**src/rtl/muxl2_pkg.sv**
```systemverilog
// Shared definitions for the two-lane L2 mux arbiter: default sizes,
// priority-state encodings and lane index constants.
package muxl2_pkg;

  localparam int DW_DEF        = 8;
  localparam int DEPTH_DEF     = 4;
  localparam int AF_THRESH_DEF = 3;

  typedef enum logic {
    PRI_00 = 1'b0,
    PRI_11 = 1'b1
  } pri_e;

  localparam logic LANE_00 = 1'b0;
  localparam logic LANE_11 = 1'b1;

endpackage

```
**src/rtl/muxl2_lane_fifo.sv**
```systemverilog
// Per-lane circular FIFO. The caller only raises pop when the FIFO is
// non-empty and only raises push when there is room or a pop happens the same edge.
module muxl2_lane_fifo #(
  parameter int DW    = 8,
  parameter int DEPTH = 4,
  parameter int AW    = $clog2(DEPTH),
  parameter int CW    = AW + 1
) (
  input  logic          clk,
  input  logic          rst,
  input  logic          push,
  input  logic [DW-1:0] wdata,
  input  logic          pop,
  output logic [DW-1:0] head,
  output logic [CW-1:0] count,
  output logic          full,
  output logic          empty
);

  logic [DW-1:0] mem_q [DEPTH];
  logic [DW-1:0] mem_d [DEPTH];
  logic [AW-1:0] wr_ptr_q, wr_ptr_d;
  logic [AW-1:0] rd_ptr_q, rd_ptr_d;
  logic [CW-1:0] count_q, count_d;

  // Power-of-two depth lets the pointers wrap by natural overflow.
  always_comb begin
    mem_d = mem_q;
    if (push) begin
      mem_d[wr_ptr_q] = wdata;
    end
    wr_ptr_d = wr_ptr_q + AW'(push);
    rd_ptr_d = rd_ptr_q + AW'(pop);
    count_d  = count_q + CW'(push) - CW'(pop);
  end

  always_ff @(posedge clk) begin
    mem_q <= mem_d;
    if (rst) begin
      wr_ptr_q <= '0;
      rd_ptr_q <= '0;
      count_q  <= '0;
    end else begin
      wr_ptr_q <= wr_ptr_d;
      rd_ptr_q <= rd_ptr_d;
      count_q  <= count_d;
    end
  end

  assign head  = mem_q[rd_ptr_q];
  assign count = count_q;
  assign full  = (count_q == CW'(DEPTH));
  assign empty = (count_q == '0);

endmodule

```
**src/rtl/muxl2_arbiter.sv**
```systemverilog
// Two-lane round-robin arbiter feeding the L2 mux output, with per-lane FIFOs,
// almost-full pause flags and sticky overflow flags. Define MUXL2_ARB_CNT_EN for issue counters.
module muxl2_arbiter
  import muxl2_pkg::*;
#(
  parameter int DW        = DW_DEF,
  parameter int DEPTH     = DEPTH_DEF,
  parameter int AF_THRESH = AF_THRESH_DEF
) (
  input  logic          clk_4f,
  input  logic          reset,
  input  logic [DW-1:0] data_00,
  input  logic          valid_00,
  input  logic [DW-1:0] data_11,
  input  logic          valid_11,
  input  logic          pop,
  output logic [DW-1:0] data_000,
  output logic          valid_000,
  output logic          lane_sel,
  output logic          pause_00,
  output logic          pause_11,
  output logic          ovf_00,
  output logic          ovf_11
`ifdef MUXL2_ARB_CNT_EN
  ,
  output logic [7:0]    cnt_00,
  output logic [7:0]    cnt_11
`endif
);

  localparam int CW = $clog2(DEPTH) + 1;

  function automatic logic [CW-1:0] post_count(input logic [CW-1:0] cnt,
                                               input logic push,
                                               input logic pull);
    return cnt + CW'(push) - CW'(pull);
  endfunction

  logic [DW-1:0] head_00, head_11;
  logic [CW-1:0] count_00, count_11;
  logic          full_00, full_11, empty_00, empty_11;
  logic          push_00, push_11, pull_00, pull_11;
  logic          grant_vld, grant_lane;

  pri_e          state_q, state_d;
  logic [DW-1:0] data_q, data_d;
  logic          valid_q, valid_d;
  logic          lane_q, lane_d;
  logic          pause_00_q, pause_00_d, pause_11_q, pause_11_d;
  logic          ovf_00_q, ovf_00_d, ovf_11_q, ovf_11_d;

  muxl2_lane_fifo #(.DW(DW), .DEPTH(DEPTH)) u_fifo_00 (
    .clk   (clk_4f),
    .rst   (reset),
    .push  (push_00),
    .wdata (data_00),
    .pop   (pull_00),
    .head  (head_00),
    .count (count_00),
    .full  (full_00),
    .empty (empty_00)
  );

  muxl2_lane_fifo #(.DW(DW), .DEPTH(DEPTH)) u_fifo_11 (
    .clk   (clk_4f),
    .rst   (reset),
    .push  (push_11),
    .wdata (data_11),
    .pop   (pull_11),
    .head  (head_11),
    .count (count_11),
    .full  (full_11),
    .empty (empty_11)
  );

  // Priority always moves to the lane that was not granted.
  always_comb begin
    state_d    = state_q;
    grant_vld  = 1'b0;
    grant_lane = LANE_00;
    if (pop) begin
      if (!empty_00 && !empty_11) begin
        grant_vld  = 1'b1;
        grant_lane = (state_q == PRI_11) ? LANE_11 : LANE_00;
      end else if (!empty_00) begin
        grant_vld  = 1'b1;
        grant_lane = LANE_00;
      end else if (!empty_11) begin
        grant_vld  = 1'b1;
        grant_lane = LANE_11;
      end
      if (grant_vld) begin
        state_d = (grant_lane == LANE_11) ? PRI_00 : PRI_11;
      end
    end
  end

  // A full lane still accepts a write when its head leaves on the same edge.
  always_comb begin
    pull_00    = grant_vld && (grant_lane == LANE_00);
    pull_11    = grant_vld && (grant_lane == LANE_11);
    push_00    = valid_00 && (!full_00 || pull_00);
    push_11    = valid_11 && (!full_11 || pull_11);
    ovf_00_d   = ovf_00_q || (valid_00 && !push_00);
    ovf_11_d   = ovf_11_q || (valid_11 && !push_11);
    pause_00_d = post_count(count_00, push_00, pull_00) >= CW'(AF_THRESH);
    pause_11_d = post_count(count_11, push_11, pull_11) >= CW'(AF_THRESH);
    valid_d    = grant_vld;
    data_d     = data_q;
    lane_d     = lane_q;
    if (grant_vld) begin
      data_d = (grant_lane == LANE_11) ? head_11 : head_00;
      lane_d = grant_lane;
    end
  end

  always_ff @(posedge clk_4f) begin
    if (reset) begin
      state_q    <= PRI_00;
      data_q     <= '0;
      valid_q    <= 1'b0;
      lane_q     <= LANE_00;
      pause_00_q <= 1'b0;
      pause_11_q <= 1'b0;
      ovf_00_q   <= 1'b0;
      ovf_11_q   <= 1'b0;
    end else begin
      state_q    <= state_d;
      data_q     <= data_d;
      valid_q    <= valid_d;
      lane_q     <= lane_d;
      pause_00_q <= pause_00_d;
      pause_11_q <= pause_11_d;
      ovf_00_q   <= ovf_00_d;
      ovf_11_q   <= ovf_11_d;
    end
  end

  assign data_000  = data_q;
  assign valid_000 = valid_q;
  assign lane_sel  = lane_q;
  assign pause_00  = pause_00_q;
  assign pause_11  = pause_11_q;
  assign ovf_00    = ovf_00_q;
  assign ovf_11    = ovf_11_q;

`ifdef MUXL2_ARB_CNT_EN
  logic [7:0] cnt_00_q, cnt_00_d, cnt_11_q, cnt_11_d;

  always_comb begin
    cnt_00_d = cnt_00_q + 8'(pull_00);
    cnt_11_d = cnt_11_q + 8'(pull_11);
  end

  always_ff @(posedge clk_4f) begin
    if (reset) begin
      cnt_00_q <= '0;
      cnt_11_q <= '0;
    end else begin
      cnt_00_q <= cnt_00_d;
      cnt_11_q <= cnt_11_d;
    end
  end

  assign cnt_00 = cnt_00_q;
  assign cnt_11 = cnt_11_q;
`endif

endmodule

```
**config.mk**
```make
export PLATFORM = sky130hd
export DESIGN_NAME = muxl2_arbiter
export DESIGN_NICKNAME = d
export VERILOG_FILES = /design/src/rtl/muxl2_pkg.sv /design/src/rtl/muxl2_lane_fifo.sv /design/src/rtl/muxl2_arbiter.sv
export SDC_FILE = /design/constraint.sdc
export NUM_CORES = 1
export LEC_CHECK = 0
export ABC_AREA = 0
export CAP_MARGIN = 25
export CORE_ASPECT_RATIO = 0.5
export CORE_MARGIN = 2
export CORE_UTILIZATION = 60
export CTS_BUF_LIST = sky130_fd_sc_hd__clkbuf_8
export DETAILED_ROUTE_END_ITERATION = 10
export GPL_TIMING_DRIVEN = 0
export PLACE_DENSITY = 0.88
export SETUP_SLACK_MARGIN = 0.3
export SLEW_MARGIN = 20
export SYNTH_ARGS = -nofsm -noshare
export SYNTH_HDL_FRONTEND = slang
export SYNTH_HIERARCHICAL = 1
export SYNTH_SLANG_ARGS = --single-unit
```
**constraint.sdc**
```tcl
create_clock -name clk_4f -period 5.7 [get_ports clk_4f]
set_input_delay 1.71 -clock clk_4f [delete_from_list [all_inputs] [get_ports clk_4f]]
set_output_delay 1.71 -clock clk_4f [all_outputs]
set_load 0.03 [all_outputs]
```
==> summary.log <==
[logic_synthesis] number of synthesized flops with an enable pin 64
[setup_path] number of cells on the worst reg-to-reg path 11
[setup_path] critical path required time 5930 ps
[finish] post-route design area 4420 um^2
[cts] total of hold buffers inserted after clock tree synthesis 0
[finish] fin cells 367
[cts] clock root buffer master sky130_fd_sc_hd__clkbuf_8
[sta] min Tclk post-route 3904 ps
[sta] worst-case clock skew 13.03 ps
[placed_design] post-DP HPWL 4645 um
[finish] sequential cell area in the final layout 2502 um^2
[placed_design] placed cell count 351
[route] detailed-route DRC error count 0
[logic_synthesis] number of register bits inferred by synthesis 93
[grt] Remaining Overflow, GRT 0
[die] number of rows in the core area 20
[setup_path] slowest cell on the critical path sky130_fd_sc_hd__clkdlybuf4s50_1
[finish] number of inserted filler cells in the final layout 366
[logic_synthesis] count of warnings emitted by yosys 6
[cts] clock latency of the later-clocked register in the worst-skew pair 350 ps
[logic_synthesis] predominant post-synthesis flop cell sky130_fd_sc_hd__edfxtp_1
[setup_path] family with the most delay on the worst path adder cells
[logic_synthesis] most used standard cell by instance count after synthesis sky130_fd_sc_hd__edfxtp_1
[setup_path] Reg2Reg Capture Point pause_11
[power_and_ir_drop] Leakage 1.557 nW
[cts] number of setup buffers added after CTS 0
[logic_synthesis] Synth async-reset ratio 0%
[power_and_ir_drop] worst vdd ir 0.2552 mV
[die] height of the chip 60.23 um
[sta] max-slew violations 0
[sta] Max-Slew Margin vs Limit 49.23%
[cts] TritonCTS clock tree built
[finish] diodes inserted 0
[sta] Total Negative Setup Slacks 0 ps
[grt] initial antenna violation count 0
[placed_design] Port Buffer Count 34
[setup_path] number of cells on the critical path 11
[cts] CTS-repair resized insts 0
[finish] fraction of the core area covered by cells at the end of the flow 72.70%
[logic_synthesis] most frequent cells after synthesis sky130_fd_sc_hd__edfxtp_1, sky130_fd_sc_hd__dfxtp_1, sky130_fd_sc_hd__mux4_2, sky130_fd_sc_hd__inv_1, sky130_fd_sc_hd__nor2_1
[route] WL per Instance 17.64 um
[sta] Final Hold Slack 446.7 ps
[cts] # clock sinks 93
[logic_synthesis] Avg Inst Size Synth 16.57 um^2
[route] routed via count 2082
[cts] CTS Buf Count 9
[sta] final setup violation count 0
[logic_synthesis] fraction of synthesized cell area taken by the top area cell type 50.66%
[setup_path] worst path bufs/invs 2
[cts] Max Root-Sink Buffers 2
[logic_synthesis] Syn Nets 266
[route] Routed Wire Length 6474 um
[sta] setup repair after global routing missed its margin false
[logic_synthesis] synthesized instance count 229
[sta] Final Cycle Share 68.49%
[setup_path] CP startpoint pop
[setup_path] Arrival @ worst endpoint 4140 ps
[status] outcome finished clean
[setup_path] setup slack on the worst flop-to-flop path 2900 ps
[worst_hold_path] Hold Crit Class flop to flop
[setup_path] Critical Path End Type flop
[grt] combined global-route utilization of all metal layers 20.46%
[route] drt via density 5.673
[route] remaining antenna violation count after routing 0
[setup_path] type of the worst setup path primary input to flop
[placed_design] instance area at placement 4254 um^2
[die] DIE WIDTH 116.5 um
[logic_synthesis] count of cell types in the netlist 29
[grt] maximum number of pins on one net before global-route repair 17
[logic_synthesis] Synth Cell Area 3794 um^2
[cts] level count of the clock H-tree 3
[grt] number of global-route vias before repair 2086
[logic_synthesis] share of the yosys chip area belonging to registers 65.96%
[grt] global-route wire length before repair 10090 um
[finish] footprint of the multi-input gates 1196 um^2
[setup_path] critical-path cell list clkdlybuf4s50_1 > nand2b_1 > o21ai_0 > nand2_1 > ha_1 > inv_1 > ha_1 > fa_1 > xnor2_1 > xnor2_1 > a21oi_1
[setup_path] largest stage delay on the critical path 550 ps
[run] max capacitance violation total 0
[logic_synthesis] cell taking the most area after synthesis sky130_fd_sc_hd__edfxtp_1
[route] detailed-router iteration count before antenna repair 4
[logic_synthesis] Area contributors post-synth sky130_fd_sc_hd__edfxtp_1, sky130_fd_sc_hd__dfxtp_1, sky130_fd_sc_hd__mux4_2, sky130_fd_sc_hd__ha_1, sky130_fd_sc_hd__nor3b_1
[power_and_ir_drop] Power Density 448.1 nW/um^2
[finish] nets@finish 311
[setup_path] capturing instance or port of the critical path pause_11
[die] Die Footprint 7013 um^2
[die] ports placed on the boundary 35
[placed_design] Final Wtd Congestion 0.7276
[sta] number of hold violations in the final report 0
[finish] share of final-layout standard cells stronger than drive strength 1 15.05%
[setup_path] Worst Setup Start Kind primary input
[setup_path] critical register-to-register path startpoint u_fifo_00/count[1]
[finish] signed area change from the synthesized netlist to the final layout 16.52%
[sta] f_max 0.2561 GHz
[sta] actual transition at the worst max-transition pin 758.2 ps
[die] initial core utilization 62.39%
[route] initial DRC count 118
[setup_path] maximum net fanout on the critical path 6
[die] CORE AREA 6081 um^2
[cts] clock slew at reported path FFs 80 ps
[cells in the final DEF (no fill, tap or decap), types with 3 or more instances in the layout]
master / n
sky130_fd_sc_hd__dfxtp_1: 29
sky130_fd_sc_hd__buf_6: 3
sky130_fd_sc_hd__edfxtp_1: 64
sky130_fd_sc_hd__nand2_1: 6
sky130_fd_sc_hd__and3_1: 3
sky130_fd_sc_hd__ha_1: 12
sky130_fd_sc_hd__clkbuf_8: 9
sky130_fd_sc_hd__clkdlybuf4s50_1: 34
sky130_fd_sc_hd__mux4_2: 16
sky130_fd_sc_hd__nor3b_1: 10
sky130_fd_sc_hd__a221o_1: 8
sky130_fd_sc_hd__xnor2_1: 8
sky130_fd_sc_hd__nor2b_1: 8
sky130_fd_sc_hd__buf_2: 3
sky130_fd_sc_hd__a21oi_1: 5
sky130_fd_sc_hd__inv_1: 17
sky130_fd_sc_hd__fa_1: 4
sky130_fd_sc_hd__nor2_1: 14
[how the worst min path moves through the flow]
stage                     endpoint  slack [ps]  cells after the start    start
after CTS                   ovf_00         450                      2   ovf_00
after global placement      ovf_00         440                      2   ovf_00
after global routing        ovf_00         460                      2   ovf_00
after floorplan            state_q         500                      2  state_q
after detailed placement    ovf_00         440                      2   ovf_00
final                       ovf_00         450                      2   ovf_00
[through the flow]
| step | setup slack, ps | power, mW |
|---|---|---|
| 2_1_floorplan | 2247 | 1.411 |
| 3_3_place_gp | 1287 | 1.573 |
| 3_5_place_dp | 1475 | 1.623 |
| 4_1_cts | 1830 | 1.998 |
| 5_1_grt | 1629 | 2.091 |
| 6_report | 1796 | 1.981 |
[cell families (layout without fill, tap and decap cells)]
| kind of cell | after synthesis | count (layout) | share of synthesized area, % |
|---|---|---|---|
| AO/OA/AOI/OAI | 19 | 19 | 3.958 |
| XOR/XNOR | 10 | 10 | 3.067 |
| adder cells (fa/ha/maj) | 16 | 16 | 6.069 |
| buffers and inverters | 21 | 71 | 2.770 |
| flip-flops | 93 | 93 | 65.96 |
| multiplexers | 16 | 16 | 9.499 |
| AND/OR/NAND/NOR | 54 | 54 | 8.675 |
[layout make-up]
cell class | count | area share (%)
Multi-Input combinational cell | 115 | 27.06
Inverter | 15 | 1.274
Sequential cell | 93 | 56.61
Buffer | 6 | 1.104
Clock inverter | 7 | 0.9624
Timing Repair Buffer | 34 | 7.699
Tap cell | 88 | 2.491
Clock buffer | 9 | 2.802
[where the power goes]
part	switching, mW	internal, mW	leakage [nW]
Sequential	0.0663	0.846	0.825
Combinational	0.354	0.343	0.640
Clock	0.216	0.157	0.0924
[worst reg2reg max path, stage by stage (launching register included)]
cell	delay [ps]
sky130_fd_sc_hd__dfxtp_1	360
sky130_fd_sc_hd__nor3_1	450
sky130_fd_sc_hd__nor2_1	220
sky130_fd_sc_hd__o21ai_0	280
sky130_fd_sc_hd__nand2_1	100
sky130_fd_sc_hd__ha_1	290
sky130_fd_sc_hd__inv_1	40
sky130_fd_sc_hd__ha_1	180
sky130_fd_sc_hd__fa_1	380
sky130_fd_sc_hd__xnor2_1	170
sky130_fd_sc_hd__xnor2_1	130
sky130_fd_sc_hd__a21oi_1	80
[flip-flops by register name, summed over array words and instances (netlist names), 2 cells and up]
register,count
u_fifo_00/mem_q,32
u_fifo_00/wr_ptr_q,2
u_fifo_11/mem_q,32
u_fifo_11/rd_ptr_q,2
u_fifo_11/wr_ptr_q,2
u_fifo_11/count,3
data_000,8
u_fifo_00/count,3
u_fifo_00/rd_ptr_q,2
[layer usage]
metal	track usage (%)	up-vias	routed length, um
met3	7.606	9	439
met4	6.122	0	63
met2	33.31	71	3228
met1	26.28	1047	2742
met5	0	-	0
li1	-	955	-
Power figures use the tool's default switching activity.
